## src/rtl/apb_regfile_completer.sv

```systemverilog
// APB completer giving the bridge link a known-good target: ID, control, counters and scratch words.
// Every output is registered. pready is stretched by WAIT_STATES access cycles before the single completion cycle.
module apb_regfile_completer #(
    parameter int                    ADDR_WIDTH  = 32,
    parameter int                    DATA_WIDTH  = 32,
    parameter int                    NUM_SCRATCH = 4,
    parameter int                    WAIT_STATES = 0,
    parameter logic [DATA_WIDTH-1:0] ID_VALUE    = 32'h4c554c5a
) (
    input  logic                  clk,
    input  logic                  rst,
    input  logic                  psel,
    input  logic                  penable,
    input  logic                  pwrite,
    input  logic [ADDR_WIDTH-1:0] paddr,
    input  logic [DATA_WIDTH-1:0] pwdata,
    output logic                  pready,
    output logic [DATA_WIDTH-1:0] prdata,
    output logic                  pslverr
);

    typedef enum logic [1:0] {S_IDLE, S_WAIT, S_DONE} state_t;

    state_t                r_state;
    state_t                w_state_next;
    logic [3:0]            r_cnt;
    logic                  r_write;
    logic [ADDR_WIDTH-1:0] r_addr;
    logic [DATA_WIDTH-1:0] r_wdata;
    logic                  r_ready;
    logic [DATA_WIDTH-1:0] r_rdata;
    logic                  r_slverr;
    logic [DATA_WIDTH-1:0] r_ctrl;
    logic [DATA_WIDTH-1:0] r_cycles;
    logic [DATA_WIDTH-1:0] r_xfers;
    logic [DATA_WIDTH-1:0] r_errors;

    logic                  w_setup;
    logic                  w_req_write;
    logic [ADDR_WIDTH-1:0] w_req_addr;
    logic                  w_err;
    logic                  w_hit_ctrl;
    logic                  w_hit_scr;
    logic [DATA_WIDTH-1:0] w_rd_word;
    logic                  w_commit;
    logic                  w_ok_write;
    logic                  w_ctrl_wr;
    logic                  w_scr_wr;
    logic                  w_clear;
    logic                  w_ready_next;
    logic [DATA_WIDTH-1:0] w_rdata_next;
    logic                  w_slverr_next;
    logic [DATA_WIDTH-1:0] w_scratch [8];

    // In IDLE the response is decoded straight off the bus so zero-wait reads complete in the first access cycle.
    assign w_setup     = (r_state == S_IDLE) && psel && !penable;
    assign w_req_write = (r_state == S_IDLE) ? pwrite : r_write;
    assign w_req_addr  = (r_state == S_IDLE) ? paddr  : r_addr;

    always_comb begin
        w_err      = 1'b0;
        w_hit_ctrl = 1'b0;
        w_hit_scr  = 1'b0;
        w_rd_word  = '0;
        if (w_req_addr[1:0] != 2'b00 || (|w_req_addr[ADDR_WIDTH-1:6])) begin
            w_err = 1'b1;
        end else if (w_req_addr[5]) begin
            if (int'(w_req_addr[4:2]) >= NUM_SCRATCH) begin
                w_err = 1'b1;
            end else begin
                w_hit_scr = 1'b1;
                w_rd_word = w_scratch[w_req_addr[4:2]];
            end
        end else begin
            case (w_req_addr[4:2])
                3'd0:    w_rd_word = ID_VALUE;
                3'd1:    begin w_hit_ctrl = 1'b1; w_rd_word = r_ctrl; end
                3'd2:    w_rd_word = r_cycles;
                3'd3:    w_rd_word = r_xfers;
                3'd4:    w_rd_word = r_errors;
                default: w_err = 1'b1;
            endcase
            if (w_req_write && !w_hit_ctrl) begin
                w_err = 1'b1;
            end
        end
    end

    // Side effects land on the edge that ends the pready cycle.
    assign w_commit   = (r_state == S_DONE);
    assign w_ok_write = w_commit && r_write && !w_err;
    assign w_ctrl_wr  = w_ok_write && w_hit_ctrl;
    assign w_scr_wr   = w_ok_write && w_hit_scr;
    assign w_clear    = w_ctrl_wr && r_wdata[1];

    always_ff @(posedge clk or posedge rst) begin
        if (rst) begin
            r_state <= S_IDLE;
        end else begin
            r_state <= w_state_next;
        end
    end

    always_comb begin
        w_state_next = r_state;
        case (r_state)
            S_IDLE: if (w_setup) w_state_next = (WAIT_STATES == 0) ? S_DONE : S_WAIT;
            S_WAIT: begin
                if (!psel) begin
                    w_state_next = S_IDLE;
                end else if (penable && r_cnt == 4'd1) begin
                    w_state_next = S_DONE;
                end
            end
            S_DONE:  w_state_next = S_IDLE;
            default: w_state_next = S_IDLE;
        endcase
    end

    always_comb begin
        w_ready_next  = (w_state_next == S_DONE);
        w_rdata_next  = (w_ready_next && !w_req_write && !w_err) ? w_rd_word : '0;
        w_slverr_next = w_ready_next && w_err;
    end

    always_ff @(posedge clk or posedge rst) begin
        if (rst) begin
            r_ready  <= 1'b0;
            r_rdata  <= '0;
            r_slverr <= 1'b0;
            r_cnt    <= '0;
            r_write  <= 1'b0;
            r_addr   <= '0;
            r_wdata  <= '0;
        end else begin
            r_ready  <= w_ready_next;
            r_rdata  <= w_rdata_next;
            r_slverr <= w_slverr_next;
            if (w_setup) begin
                r_cnt   <= 4'(WAIT_STATES);
                r_write <= pwrite;
                r_addr  <= paddr;
                r_wdata <= pwdata;
            end else if (r_state == S_WAIT && psel && penable && r_cnt != 4'd1) begin
                r_cnt <= r_cnt - 4'd1;
            end
        end
    end

    // Clear wins over any increment landing on the same edge; the clearing write is not counted.
    always_ff @(posedge clk or posedge rst) begin
        if (rst) begin
            r_ctrl   <= DATA_WIDTH'(1);
            r_cycles <= '0;
            r_xfers  <= '0;
            r_errors <= '0;
        end else begin
            if (w_ctrl_wr) begin
                r_ctrl <= {r_wdata[DATA_WIDTH-1:2], 1'b0, r_wdata[0]};
            end
            if (w_clear) begin
                r_cycles <= '0;
                r_xfers  <= '0;
                r_errors <= '0;
            end else begin
                if (r_ctrl[0]) r_cycles <= r_cycles + 1'b1;
                if (w_commit)  r_xfers  <= r_xfers + 1'b1;
                if (w_commit && w_err) r_errors <= r_errors + 1'b1;
            end
        end
    end

    genvar gi;
    generate
        for (gi = 0; gi < 8; gi++) begin : g_scr
            if (gi < NUM_SCRATCH) begin : g_rw
                logic [DATA_WIDTH-1:0] r_word;
                always_ff @(posedge clk or posedge rst) begin
                    if (rst) begin
                        r_word <= '0;
                    end else if (w_scr_wr && w_req_addr[4:2] == 3'(gi)) begin
                        r_word <= r_wdata;
                    end
                end
                assign w_scratch[gi] = r_word;
            end else begin : g_none
                assign w_scratch[gi] = '0;
            end
        end
    endgenerate

    assign pready  = r_ready;
    assign prdata  = r_rdata;
    assign pslverr = r_slverr;

endmodule

```

## config.mk

```make
export PLATFORM = sky130hd
export DESIGN_NAME = apb_regfile_completer
export DESIGN_NICKNAME = d
export VERILOG_FILES = /design/src/rtl/apb_regfile_completer.sv
export SDC_FILE = /design/constraint.sdc
export NUM_CORES = 1
export LEC_CHECK = 0
export CORE_ASPECT_RATIO = 1.4
export CORE_MARGIN = 4
export CORE_UTILIZATION = 55
export CTS_CLUSTER_SIZE = 28
export DETAILED_ROUTE_END_ITERATION = 10
export HOLD_SLACK_MARGIN = 0.15
export PLACE_DENSITY = 0.75
export SYNTH_ARGS = -nofsm -noshare
export SYNTH_HDL_FRONTEND = slang
export SYNTH_SLANG_ARGS = --single-unit
```

## constraint.sdc

```tcl
create_clock -name clk -period 19.4 [get_ports clk]
set_input_delay 3.88 -clock clk [delete_from_list [all_inputs] [get_ports clk]]
set_output_delay 3.88 -clock clk [all_outputs]
set_load 0.01 [all_outputs]
```

# [Word-level counts from Yosys, hierarchy flattened]
# Cells that the tools add are included.
[classes] eq_ne=9 bitwise_logic=1 n_lt_le_gt_ge=2 multipliers=0 div=0 n_reduce_logical=34 n_mux=35 add_sub_neg=4 shift=0
[ops] operator="two-way mux 32 bit" count=13
[ops] operator="one-hot mux 32 bit (5 select lines)" count=1
[ops] operator="adder 32 x 1 -> 32 bit, second input constant" count=3
[ops] operator="binary-select mux 32 bit (select 3 bit)" count=1
[ops] operator="OR reduction 26 bit" count=1
[ops] operator="logical AND 1 bit" count=20
[ops] operator="two-way mux 1 bit" count=14
[ops] operator="nonzero test 2 bit" count=5
[ops] operator="two-way mux 4 bit" count=2
[ops] operator="== test 3 x 2 -> 1 bit, second input constant" count=2
[ops] operator="two-way mux 2 bit" count=3
[ops] operator="OR reduction 5 bit" count=1
[ops] operator="== test 2 bit, second input constant" count=2
[ops] operator="== test 4 x 1 -> 1 bit, second input constant" count=1
[ops] operator="greater-or-equal comparator 4 bit, second input constant" count=1
[ops] operator="zero test 1 bit" count=4
[ops] operator="!= test 4 x 1 -> 1 bit, second input constant" count=1
[ops] operator="inverter 3 -> 4 bit" count=1
[ops] operator="one-hot mux 2 bit (2 select lines)" count=1
[ops] operator="subtractor 4 x 1 -> 4 bit, second input constant" count=1
[ops] operator="== test 3 x 1 -> 1 bit, second input constant" count=1
[ops] operator="== test 3 bit, second input constant" count=1
[ops] operator="greater-or-equal comparator 3 bit, second input constant" count=1
[ops] operator="zero test 3 bit" count=1
[ops] operator="other kinds (3)" count=3
[word_totals] latch_bits=0 ff_bits=360 inputBits=69 mem_bits_rw=0 memories=0 output_inout_bits=34 mem_bits_ro=0

# [Longest topological paths before layout]
# Gate-level depths: netlist (run 1).
[depth] depth_word=16 depth_mapped=11 mapped_depth_nobuf=8

# [Worst setup path after synthesis (run 1)]
# Ideal clock, no wire load.
[synth_timing] kind="input -> register" startpoint="input port paddr[3]" endpoint="register g_scr[0].g_rw.r_word[0]" required_time_ns=19.275 setup_slack_ns=13.134 cell_stages=7 arrival_time_ns=6.141 path_buffers=1 setup_ns=0.125 path_cell_list="or4b_4 > o21a_4 > a221oi_4 > o221ai_4 > nor4b_4 > buf_6 > mux2_4"
[synth_via] elab_chain_cells=14
[synth_lines] element="start, declared" line_no="15" text="input logic [ADDR_WIDTH-1:0] paddr,"
[synth_lines] element="two-way mux 32 bit *" line_no="58" text="assign w_req_addr = (r_state == S_IDLE) ? paddr : r_addr;"
[synth_lines] element="== test 3 x 1 -> 1 bit" line_no="75" text="case (w_req_addr[4:2])"
[synth_lines] element="two-way mux 1 bit" line_no="75"
[synth_lines] element="two-way mux 1 bit" line_no="67" text="end else if (w_req_addr[5]) begin"
[synth_lines] element="two-way mux 1 bit" line_no="65" text="if (w_req_addr[1:0] != 2'b00 || (|w_req_addr[ADDR_WIDTH-1:6])) begin"
[synth_lines] element="zero test 1 bit" line_no="83" text="if (w_req_write && !w_hit_ctrl) begin"
[synth_lines] element="logical AND 1 bit" line_no="83"
[synth_lines] element="two-way mux 1 bit" line_no="83"
[synth_lines] element="two-way mux 1 bit" line_no="67"
[synth_lines] element="two-way mux 1 bit" line_no="65"
[synth_lines] element="zero test 1 bit" line_no="91" text="assign w_ok_write = w_commit && r_write && !w_err;"
[synth_lines] element="logical AND 1 bit" line_no="91"
[synth_lines] element="logical AND 1 bit" line_no="93" text="assign w_scr_wr = w_ok_write && w_hit_scr;"
[synth_lines] element="logical AND 1 bit *" line_no="181" text="end else if (w_scr_wr && w_req_addr[4:2] == 3'(gi)) begin"
[synth_lines] element="end signal, assigned" line_no="182" text="r_word <= r_wdata;"
[synth_lines] element="end, declared" line_no="177" text="logic [DATA_WIDTH-1:0] r_word;"
# Mark *: on every way between the ends. The rest lies on a longest branch, timed or not. The select of a mux whose other input is x is not followed.
# A chain may end at the register's enable or synchronous reset.

# [Final worst setup path (run 1)]
[layout_timing] startpoint="input port paddr[2]" endpoint="register g_scr[2].g_rw.r_word[3]"
[layout_via] elab_chain_cells=14
[layout_lines] element="two-way mux 32 bit *" line_no="58"
[layout_lines] element="== test 3 x 1 -> 1 bit" line_no="75"
[layout_lines] element="two-way mux 1 bit" line_no="75"
[layout_lines] element="two-way mux 1 bit" line_no="67"
[layout_lines] element="two-way mux 1 bit" line_no="65"
[layout_lines] element="zero test 1 bit" line_no="83"
[layout_lines] element="logical AND 1 bit" line_no="83"
[layout_lines] element="two-way mux 1 bit" line_no="83"
[layout_lines] element="two-way mux 1 bit" line_no="67"
[layout_lines] element="two-way mux 1 bit" line_no="65"
[layout_lines] element="zero test 1 bit" line_no="91"
[layout_lines] element="logical AND 1 bit" line_no="91"
[layout_lines] element="logical AND 1 bit" line_no="93"
[layout_lines] element="logical AND 1 bit *" line_no="181"
[layout_lines] element="end signal, assigned" line_no="182"
[layout_lines] element="end, declared" line_no="177"
# Marks and branches as above.

==> results of run 1 <==
-- area by class of cell --
type	count	area (sq um)	area share, %
clock inverters	12	171.4	0.8803
well taps	385	481.7	2.474
flip-flops and latches	360	9010	46.27
multi-input cells	923	7472	38.38
clock buffers	51	1100	5.648
inverters	8	37.54	0.1928
repair buffers	124	1199	6.156
-- flip-flops by register name (all words and copies together) (netlist names) --
name	flops
g_scr.g_rw.r_word	128
prdata	32
pready	1
pslverr	1
r_addr	32
r_cnt	4
r_ctrl	31
r_cycles	32
r_errors	32
r_state	2
r_wdata	32
r_write	1
r_xfers	32
-- logic make-up after synthesis --
family                   share of synthesized area (%)
adder cells (fa/ha/maj)                         0.3701
AO/OA/AOI/OAI                                    11.47
AND/OR/NAND/NOR                                  10.75
XOR/XNOR                                         3.316
flip-flops                                       53.30
multiplexers                                     17.93
buffers and inverters                            2.857
-- through the flow --
stage          instance area (sq um)  hold slack, ps  total power, mW
5_1_grt                        19470           500.2            1.837
2_1_floorplan                  16910           457.4           0.9644
4_1_cts                        19470           487.9            1.780
6_report                       19470           485.3            1.768
3_5_place_dp                   18200           474.8            1.041
3_3_place_gp                   18200           466.8            1.034
-- synth_stat cells, drive strengths merged (4+ instances only) --
library cell  number
a211oi            10
a21oi             77
xnor2             16
nor4              17
dfrtp            359
and2              11
ha                 5
mux2             225
o31ai             15
xor2              48
and3              20
or3                5
clkbuf            60
o21ai             15
nand3             36
o211ai             5
nor2              84
a31oi              4
and4               7
o21a              33
a22oi            105
mux2i             16
nor3              13
inv                8
or4               12
nand2             66
buf               29
or4b               4
nand4             40
a221oi            10
nor4b              7
nor3b              5
-- per-layer routing --
metal / GRT usage, % / routed length (um)
met4: 9.841 / 1669
met3: 4.449 / 2018
met1: 31.41 / 16660
met5: 0 / 0
met2: 39.65 / 19570
-- critical path, delay by kind of cell --
family,cells,cell delay (ps)
AOI/OAI and AO/OA,2,370
buffers and inverters,3,1640
and+or+nand+nor,3,1750
muxes,1,390
-- how the worst min path moves through the flow --
stage | start | end | slack (ps) | depth (start not counted)
final | g_scr[1].g_rw.r_word[27] | g_scr[1].g_rw.r_word[27] | 490 | 1
after global placement | g_scr[1].g_rw.r_word[2] | g_scr[1].g_rw.r_word[2] | 470 | 1
after detailed placement | r_ctrl[8] | r_ctrl[8] | 470 | 1
after floorplan | r_errors[30] | r_errors[30] | 460 | 1
after global routing | g_scr[1].g_rw.r_word[6] | g_scr[1].g_rw.r_word[6] | 500 | 1
after CTS | g_scr[1].g_rw.r_word[27] | g_scr[1].g_rw.r_word[27] | 490 | 1
-- cells in the final DEF, fill, tap and decap left out, drive strengths merged, types with 11 or more instances in the layout --
cell | synthesis | layout
o31ai | 15 | 15
mux2i | 16 | 16
a21oi | 77 | 77
mux2 | 225 | 225
or4 | 12 | 12
o21a | 33 | 33
o21ai | 15 | 15
a22oi | 105 | 105
nand3 | 36 | 36
nor2 | 84 | 84
nor4 | 17 | 17
nor3 | 13 | 13
clkdlybuf4s50 | 0 | 102
nand4 | 40 | 40
xnor2 | 16 | 16
clkbuf | 60 | 51
buf | 29 | 22
and3 | 20 | 20
and2 | 11 | 11
xor2 | 48 | 48
dfrtp | 359 | 359
nand2 | 66 | 66
-- power by group through the flow --
stage          clock network, mW  logic [mW]  registers [mW]
2_1_floorplan                  0       0.118           0.846
3_3_place_gp                   0       0.165           0.868
3_5_place_dp                   0       0.170           0.871
4_1_cts                    0.752       0.171           0.858
5_1_grt                    0.782       0.189           0.866
6_report                   0.740       0.169           0.859
==> metrics.md, run 1 <==
| Metric | Value |
|---|---|
| Largest net degree at the start of global routing | 183 |
| Max Cap Viol | 0 |
| WP data arrival | 8130 ps |
| Clock power frac | 41.8% |
| Worst setup SP type | primary input |
| Row count | 75 |
| Final period util | 39.75% |
| All-layer global routing usage | 24.05% |
| Inserted Diodes | 0 |
| Vias in the first global route | 12247 |
| Yosys Warn Count | 0 |
| Share of post-route cells with drive strength above 1 | 19.35% |
| Routability cong. | 0.8302 |
| Top cell type's share of synthesized area | 53.14% |
| Worst Setup Slack, final | 11690 ps |
| Yosys top cell by area | dfrtp_1 |
| CP Capture Type | flip-flop |
| I/O pins | 103 |
| Detailed Place HPWL | 25500 um |
| Die width | 156.2 um |
| HP Class | flip-flop to flip-flop |
| Worst r2r dst | g_scr[2].g_rw.r_word[3] |
| Detailed-route DRC error count | 0 |
| Post CTS Setup Buffer Count | 0 |
| Port Buffers | 102 |
| Initial DRC Count | 901 |
| Cell with the largest stage delay on the worst path | nor4b_4 |
| Yosys reg bits | 360 |
| Most common cell on crit path | buf_4 |
| GRT overflow | 0 |
| H-tree depth | 2 |
| TritonCTS Buffers | 36 |
| Routed Antenna Nets | 0 |
| Clk slew on worst S/H paths | 60 ps |
| Setup WS pre-CTS | 11210 ps |
| Setup_tns | 0 ps |
| Gate Count Post-Synth | 1380 |
| Max Slew Vio Count | 0 |
| Worst-Skew Late Latency | 530 ps |
| Synth-to-Final Area Change | 15.18% |
| Max transition margin | 28.95% |
| Ranking of synthesized cells by area | dfrtp_1, mux2_4, mux2_2 |
| Synthesized area per cell | 12.25 sq um |
| Comb power frac | 9.6% |
| Final min period | 7711 ps |
| Setup CP Type | primary input to flip-flop |
| Vias | 11557 |
| First-pass GRT wire length | 65670 um |
| Setup violators final | 0 |
| Fin util | 64.64% |
| Internal power | 1.315 mW |
| Fillcell total | 2244 |
| Reg-to-Reg Start | r_state[0] |
| CTS tree | done |
| Area of the core | 0.03012 sq mm |
| Setup crit start | paddr[2] |
| Non-Filler Instances | 1863 |
| FMAX | 0.1297 GHz |
| First drt pass iteration count | 5 |
| Outcome | complete, no violations |
| WL/cell | 21.43 um |
| Clock Path Buffers | 3 |
| Ys async rst share | 100.0% |
| Cts hold-fix bufs | 0 |
| Initial antenna violation count | 0 |
| Sequential share of the synthesized area | 53.30% |
| Slowest stage delay, CP | 920 ps |
| Vias per inst | 6.203 |
| Mapped Area | 0.01690 sq mm |
| PostCTS Resize Cnt | 0 |
| Synth Flop Type | dfrtp_1 |
| Crit-path cells | clkdlybuf4s50_1 -> or4_1 -> o31ai_4 -> buf_4 -> and2_1 -> o221ai_4 -> nor4b_4 -> buf_4 -> mux2_2 |
| Worst Tran Pin Value | 1062 ps |
| Die ar. | 0.03365 sq mm |
| Crit-path max FO | 59 |
| Fin. Hold Viols | 0 |
| Sw Share | 25.61% |
| Post-synth EDFFs | 0 |
| Net count after synthesis | 1454 |
| Clk root buf | clkbuf_16 |
| P_leak | 8.111 nW |
| Worst EP required | 19820 ps |
| CP Capture Point | g_scr[2].g_rw.r_word[3] |
| Setup Skew | 20.49 ps |
| Drt total wl | 39920 um |
| Seq pwr share | 48.6% |
| VDD IR max | 0.06234 mV |
| Count of different cell masters after synthesis | 58 |
| P per Cell Area | 90.78 mW/mm^2 |
| Nets | 1527 |
| Placed cell count | 1800 |
| Clock sink count | 360 |
| Switch Pwr | 452.6 uW |
| RSZ-0062 raised after global routing | no |
| Initial Utilization | 56.12% |
| Die Ht | 215.4 um |
| Reg2Reg Setup Slack | 14880 ps |
| R2R cell count | 8 |
(Power assumes the default switching activity.)
==> run 2, diff against run 1 <==
--- a/config.mk
+++ b/config.mk
@@ -7,11 +7,11 @@
 export LEC_CHECK = 0
 export CORE_ASPECT_RATIO = 1.4
 export CORE_MARGIN = 4
-export CORE_UTILIZATION = 55
+export CORE_UTILIZATION = 54
 export CTS_CLUSTER_SIZE = 28
 export DETAILED_ROUTE_END_ITERATION = 10
 export HOLD_SLACK_MARGIN = 0.15
-export PLACE_DENSITY = 0.75
+export PLACE_DENSITY = 0.76
 export SYNTH_ARGS = -nofsm -noshare
 export SYNTH_HDL_FRONTEND = slang
 export SYNTH_SLANG_ARGS = --single-unit
==> constraint.sdc (replaced) <==
create_clock -name clk -period 6.2 [get_ports clk]
set_input_delay 1.24 -clock clk [delete_from_list [all_inputs] [get_ports clk]]
set_output_delay 1.24 -clock clk [all_outputs]
set_load 0.01 [all_outputs]
==> metrics.md, run 2 (synthesis gave the netlist of run 1 again) <==
| Metric | Value |
|---|---|
| Outcome | complete, no violations |
| Final min period | 4248 ps |
| Die ar. | 0.03424 sq mm (+1.8%) |
| PostCTS Resize Cnt | 0 (unchanged) |
| Hold WS | 487.7 ps (+2.414 ps) |
| P_leak | 8.069 nW (-0.53%) |
| Cts hold-fix bufs | 0 (unchanged) |
| CP Capture Type | flip-flop |
| First drt pass iteration count | 5 (unchanged) |
| Post CTS Setup Buffer Count | 0 (unchanged) |
| Final Cell Area | 0.01943 sq mm (-0.22%) |
| Crit-path max FO | 31 (-47%) |
| Vias | 11660 (+0.89%) |
| Nets | 1530 (+0.20%) |
| Port Buffers | 102 (unchanged) |
| GRT overflow | 0 (unchanged) |
| P per Cell Area | 278.4 mW/mm^2 (+210%) |
| Worst Setup Slack, final | 1952 ps (-9737 ps) |
| First-pass GRT wire length | 66050 um (+0.59%) |
| Most frequent cells in the layout | dfrtp_1, a22oi_1, clkdlybuf4s50_1 |
| Inserted Diodes | 0 (unchanged) |
| Routed Antenna Nets | 0 (unchanged) |
| Area of the core | 0.03081 sq mm (+2.3%) |
| Max Cap Viol | 0 (unchanged) |
| VDD IR max | 0.1874 mV (+200%) |
| Share of post-route cells with drive strength above 1 | 18.99% (-0.36 points) |
| Clk slew on worst S/H paths | 60 ps (about the same) |
| HP Class | flip-flop to flip-flop |
| Clk root buf | clkbuf_16 |
| Detailed Place HPWL | 26410 um (+3.6%) |
| Initial antenna violation count | 0 (unchanged) |
| Worst-Skew Late Latency | 520 ps (about the same) |
| H-tree depth | 2 (unchanged) |
| Initial DRC Count | 850 (-5.7%) |
| Routability cong. | 0.9028 (+8.7%) |
| Clock Path Buffers | 3 (unchanged) |
| Row count | 76 (+1.3%) |
| Max Slew Vio Count | 0 (unchanged) |
| Setup violators final | 0 (unchanged) |
| Fin. Hold Viols | 0 (unchanged) |
| Worst Tran Pin Value | 1091 ps (+28.92 ps) |
| Setup_tns | 0 ps (unchanged) |
| Commonest non-fill, non-tap cell in the layout | dfrtp_1 |
| Max reg flops | 128 (unchanged) |
| Worst setup SP type | primary input |
| I/O pins | 103 (unchanged) |
| Setup CP Type | primary input to flip-flop |
| RSZ-0062 raised after global routing | no |
| All-layer global routing usage | 23.92% (-0.13 points) |
| Largest net degree at the start of global routing | 198 (+8.2%) |
| Max transition margin | 27.27% (-1.7 points) |
| Placement-stage cell area | 0.01826 sq mm (+0.32%) |
| Vias in the first global route | 12418 (+1.4%) |
| FMAX | 0.2354 GHz |
| Die Ht | 217.4 um (+0.89%) |
| CTS tree | done |
| Setup Skew | 14.88 ps (-5.607 ps) |
| Vias per inst | 6.235 (+0.51%) |
| Initial Utilization | 54.87% (-1.3 points) |
| Worst EP required | 6600 ps (-13220 ps) |
| Detailed-route DRC error count | 0 (unchanged) |
| Final period util | 68.52% |
| TritonCTS Buffers | 36 (unchanged) |
| Synth-to-Final Area Change | 14.92% |
| Die width | 157.5 um (+0.87%) |
| Largest Register | g_scr.g_rw.r_word |
| Setup WS pre-CTS | 1438 ps (-9769 ps) |
| Drt total wl | 40480 um (+1.4%) |
| WP data arrival | 4650 ps (-3480 ps) |
| WL/cell | 21.65 um (+1.0%) |
| Clock sink count | 360 (unchanged) |
## run 2: final cells by class
| type | count | area (sq um) |
|---|---|---|
| Multi-Input combinational cell | 923 | 7467 |
| Fill cell | 2355 | 11380 |
| Sequential cell | 360 | 9010 |
| Clock inverter | 6 | 82.58 |
| Tap cell | 390 | 488.0 |
| Clock buffer | 56 | 1087 |
| Timing Repair Buffer | 127 | 1259 |
| Inverter | 8 | 33.78 |
## run 2: per-stage QoR
step,std cells,util (%),total power [mW]
after floorplan,1380,-,3.018
after global placement,1808,59.26,3.239
after detailed placement,1808,59.26,3.263
after CTS,1870,63.06,5.435
after global routing,1870,63.06,5.608
final,1870,63.06,5.408
## run 2: metal layers
metal | routed length (um) | global-route usage (%)
met1 | 16590 | 31.09
met2 | 20000 | 39.59
met3 | 2015 | 3.601
met4 | 1864 | 10.90
met5 | 0 | 0
## run 2: worst paths after layout
| kind | from | to | slack (ps) | depth (start not counted) |
|---|---|---|---|---|
| setup / recovery | paddr[2] | g_scr[0].g_rw.r_word[31] | 1950 | 8 |
| hold / removal | g_scr[1].g_rw.r_word[8] | g_scr[1].g_rw.r_word[8] | 490 | 1 |
| setup reg to reg | r_state[0] | g_scr[2].g_rw.r_word[3] | 2240 | 6 |
| hold reg to reg | g_scr[1].g_rw.r_word[8] | g_scr[1].g_rw.r_word[8] | 490 | 1 |
| max in group asynchronous | rst | g_scr[1].g_rw.r_word[0] | 3710 | 3 |
| min in group asynchronous | rst | g_scr[3].g_rw.r_word[22] | 1090 | 2 |
## run 2: power by group
part	internal (mW)	switching [mW]
sequential	2.49	0.207
combinational	0.224	0.312
clock	1.29	0.892
total	4.00	1.41
## run 2: worst max-delay path: stages
cell and delay (ps):
clkdlybuf4s50_1 530, or4b_4 500, o21a_4 160, a221oi_4 360
o221ai_4 350, nor4b_4 410, buf_4 620, mux2_2 400
==> run 3, diff against run 2 <==
==> constraint.sdc (replaced) <==
create_clock -name clk -period 3.8 [get_ports clk]
set_input_delay 0.76 -clock clk [delete_from_list [all_inputs] [get_ports clk]]
set_output_delay 0.76 -clock clk [all_outputs]
set_load 0.01 [all_outputs]
==> metrics.md, run 3 (synthesis gave the netlist of run 1 again) <==
| Metric | Value |
|---|---|
| Outcome | complete, no violations |
| Crit path max-delay family | simple AND/OR/NAND/NOR gates |
| Clock power frac | 40.0% (-0.3 points) |
| Die width | 157.5 um (unchanged) |
| Die Ht | 217.4 um (unchanged) |
| Setup CP Type | flip-flop to flip-flop |
| Final period util | 88.61% |
| Share of post-route cells with drive strength above 1 | 20.05% (+1.1 points) |
| Worst Setup Slack, final | 432.8 ps (-1519 ps) |
| P_leak | 8.163 nW (+1.2%) |
| Initial antenna violation count | 0 (unchanged) |
| Reg2Reg Setup Slack | 430 ps (-1810 ps) |
| WL met3 | 2289 um (+14%) |
| Crit-path cells | nor2_2 -> mux2_2 -> a221oi_4 -> o221ai_4 -> nor4b_4 -> buf_12 -> mux2_2 |
| Fin. Hold Viols | 0 (unchanged) |
| CTS tree | done |
| Vias in the first global route | 11990 (-3.4%) |
| WP data arrival | 3770 ps (-880 ps) |
| I/O pins | 103 (unchanged) |
| Worst-Skew Late Latency | 520 ps (about the same) |
| Buf/Inv on CP | 1 (-1) |
| Area of the core | 0.03081 sq mm (unchanged) |
| Max transition margin | 30.54% (+3.3 points) |
| HP Class | flip-flop to flip-flop |
| H-tree depth | 2 (unchanged) |
| Sw Share | 26.28% (+0.21 points) |
| Routed Antenna Nets | 0 (unchanged) |
| Reg-to-Reg Start | r_state[0] |
| Largest net degree at the start of global routing | 97 (-51%) |
| Max Cap Viol | 0 (unchanged) |
| P per Cell Area | 447.7 mW/mm^2 (+61%) |
| R2R cell count | 7 (+1) |
| Cell with the largest stage delay on the worst path | nor2_2 |
| Clk slew on worst S/H paths | 60 ps (about the same) |
| Routed length on met2 | 19950 um (-0.29%) |
| Initial DRC Count | 1034 (+22%) |
| Worst r2r dst | g_scr[0].g_rw.r_word[30] |
| Detailed-route DRC error count | 0 (unchanged) |
| Die ar. | 0.03424 sq mm (unchanged) |
| Hold EP | g_scr[1].g_rw.r_word[20] |
| Crit-path max FO | 32 (+3.2%) |
| Drt total wl | 39770 um (-1.7%) |
| Routability cong. | 0.8639 (-4.3%) |
| Clock sink count | 360 (unchanged) |
| RSZ-0062 raised after global routing | no |
| Worst Tran Pin Value | 1038 ps (-52.93 ps) |
| Top sig layer | met4 |
| TritonCTS Buffers | 37 (+2.8%) |
| Row count | 76 (unchanged) |
| VDD IR max | 0.3215 mV (+72%) |
| Setup Skew | 11.43 ps (-3.456 ps) |
| Inserted Diodes | 0 (unchanged) |
| Max reg flops | 128 (unchanged) |
| M1 WL | 16330 um (-1.6%) |
| Hold depth | 1 (unchanged) |
| Non-Filler Instances | 1886 (+0.86%) |
| Internal power | 6.478 mW (+62%) |
| Setup violators final | 0 (unchanged) |
| FMAX | 0.2970 GHz |
| Initial Utilization | 54.87% (unchanged) |
| First drt pass iteration count | 7 (+2) |
| GRT overflow | 0 (unchanged) |
| Vias per inst | 6.206 (-0.47%) |
| Clock Path Buffers | 3 (unchanged) |
| Placed cell count | 1821 (+0.72%) |
| Largest Register | g_scr.g_rw.r_word |
| Most frequent cells in the layout | dfrtp_1, a22oi_1, clkdlybuf4s50_1 |
| PostCTS Resize Cnt | 0 (unchanged) |
| Max Slew Vio Count | 0 (unchanged) |
| Setup WS pre-CTS | 37.69 ps (-1401 ps) |
| Vias | 11705 (+0.39%) |
| Port Buffers | 102 (unchanged) |
| Nets | 1544 (+0.92%) |
| Synth-to-Final Area Change | 16.11% |
| Post CTS Setup Buffer Count | 0 (unchanged) |
| Slowest stage delay, CP | 570 ps (-50 ps) |
| All-layer global routing usage | 23.62% (-0.30 points) |
| Worst EP required | 4210 ps (-2390 ps) |
| Commonest non-fill, non-tap cell in the layout | dfrtp_1 |
| Hold Path Origin | g_scr[1].g_rw.r_word[20] |
| Seq pwr share | 49.9% (about the same) |
| WL/cell | 21.09 um (-2.6%) |
| Switch Pwr | 2.309 mW (+64%) |
| Most common cell on crit path | mux2_2 |
| Comb power frac | 10.0% (about the same) |
| Cts hold-fix bufs | 0 (unchanged) |
| Clk root buf | clkbuf_16 |
| Final min period | 3367 ps |
| Worst setup SP type | flip-flop |
| Detailed Place HPWL | 26580 um (+0.63%) |
| First-pass GRT wire length | 65180 um (-1.3%) |
| CP Capture Type | flip-flop |
## run 3: changes by cell type in the layout (fill, tap and decap cells not counted)
| cell | delta |
|---|---|
| buf_12 | +8 |
| buf_4 | +5 |
| bufinv_16 | -1 |
| clkbuf_1 | -3 |
| clkinv_2 | +6 |
| clkinvlp_4 | +1 |
| o21ai_2 | -1 |
| o21ai_4 | +1 |
## run 3: stage by stage
step / setup TNS [ps] / total power [mW] / instance area (sq um) / utilization (%) / hold WS [ps]
after detailed placement: 0 / 5.325 / 18460 / 59.93 / 474.8
final: 0 / 8.787 / 19630 / 63.71 / 489.0
after global routing: 0 / 9.113 / 19630 / 63.71 / 499.1
after floorplan: -641450 / 4.925 / 16910 / - / 457.4
after global placement: 0 / 5.289 / 18460 / 59.93 / 466.8
after CTS: 0 / 8.840 / 19630 / 63.71 / 488.5
## run 3: worst max-delay path by stage
stage	start	depth (start not counted)	end
2_1_floorplan	rst	1	g_scr[0].g_rw.r_word[0]
3_3_place_gp	paddr[2]	8	g_scr[0].g_rw.r_word[30]
4_1_cts	r_state[0]	7	g_scr[0].g_rw.r_word[31]
6_report	r_state[0]	7	g_scr[0].g_rw.r_word[30]
3_5_place_dp	paddr[28]	8	g_scr[0].g_rw.r_word[30]
5_1_grt	r_state[0]	7	g_scr[0].g_rw.r_word[31]
## run 3: worst register-to-register path, delay by kind of cell, from the launching register on
family / cells / cell delay [ps]
AND/OR/NAND/NOR: 2 / 980
multiplexers: 2 / 880
flip-flops: 1 / 540
buffers and inverters: 1 / 300
AO/OA/AOI/OAI: 2 / 560
## run 3: power groups by stage
| stage | sequential [mW] | clock, mW | combinational, mW |
|---|---|---|---|
| after floorplan | 4.32 | 0 | 0.605 |
| after global placement | 4.43 | 0 | 0.860 |
| after detailed placement | 4.44 | 0 | 0.881 |
| after CTS | 4.38 | 3.57 | 0.890 |
| after global routing | 4.42 | 3.71 | 0.974 |
| final | 4.39 | 3.52 | 0.883 |
## run 3: metal layers
metal	vias to the layer above	global-route usage, %
li1	5246	-
met1	5986	31.74
met2	382	39.24
met3	91	3.959
met4	0	7.633
met5	-	0
## run 3: final cells by class
type,instances,area (sq um)
Sequential cell,360,9010
Multi-Input combinational cell,923,7475
Clock buffer,53,1076
Clock inverter,12,90.09
Tap cell,390,488.0
Inverter,8,33.78
Timing Repair Buffer,140,1456
Fill cell,2358,11180
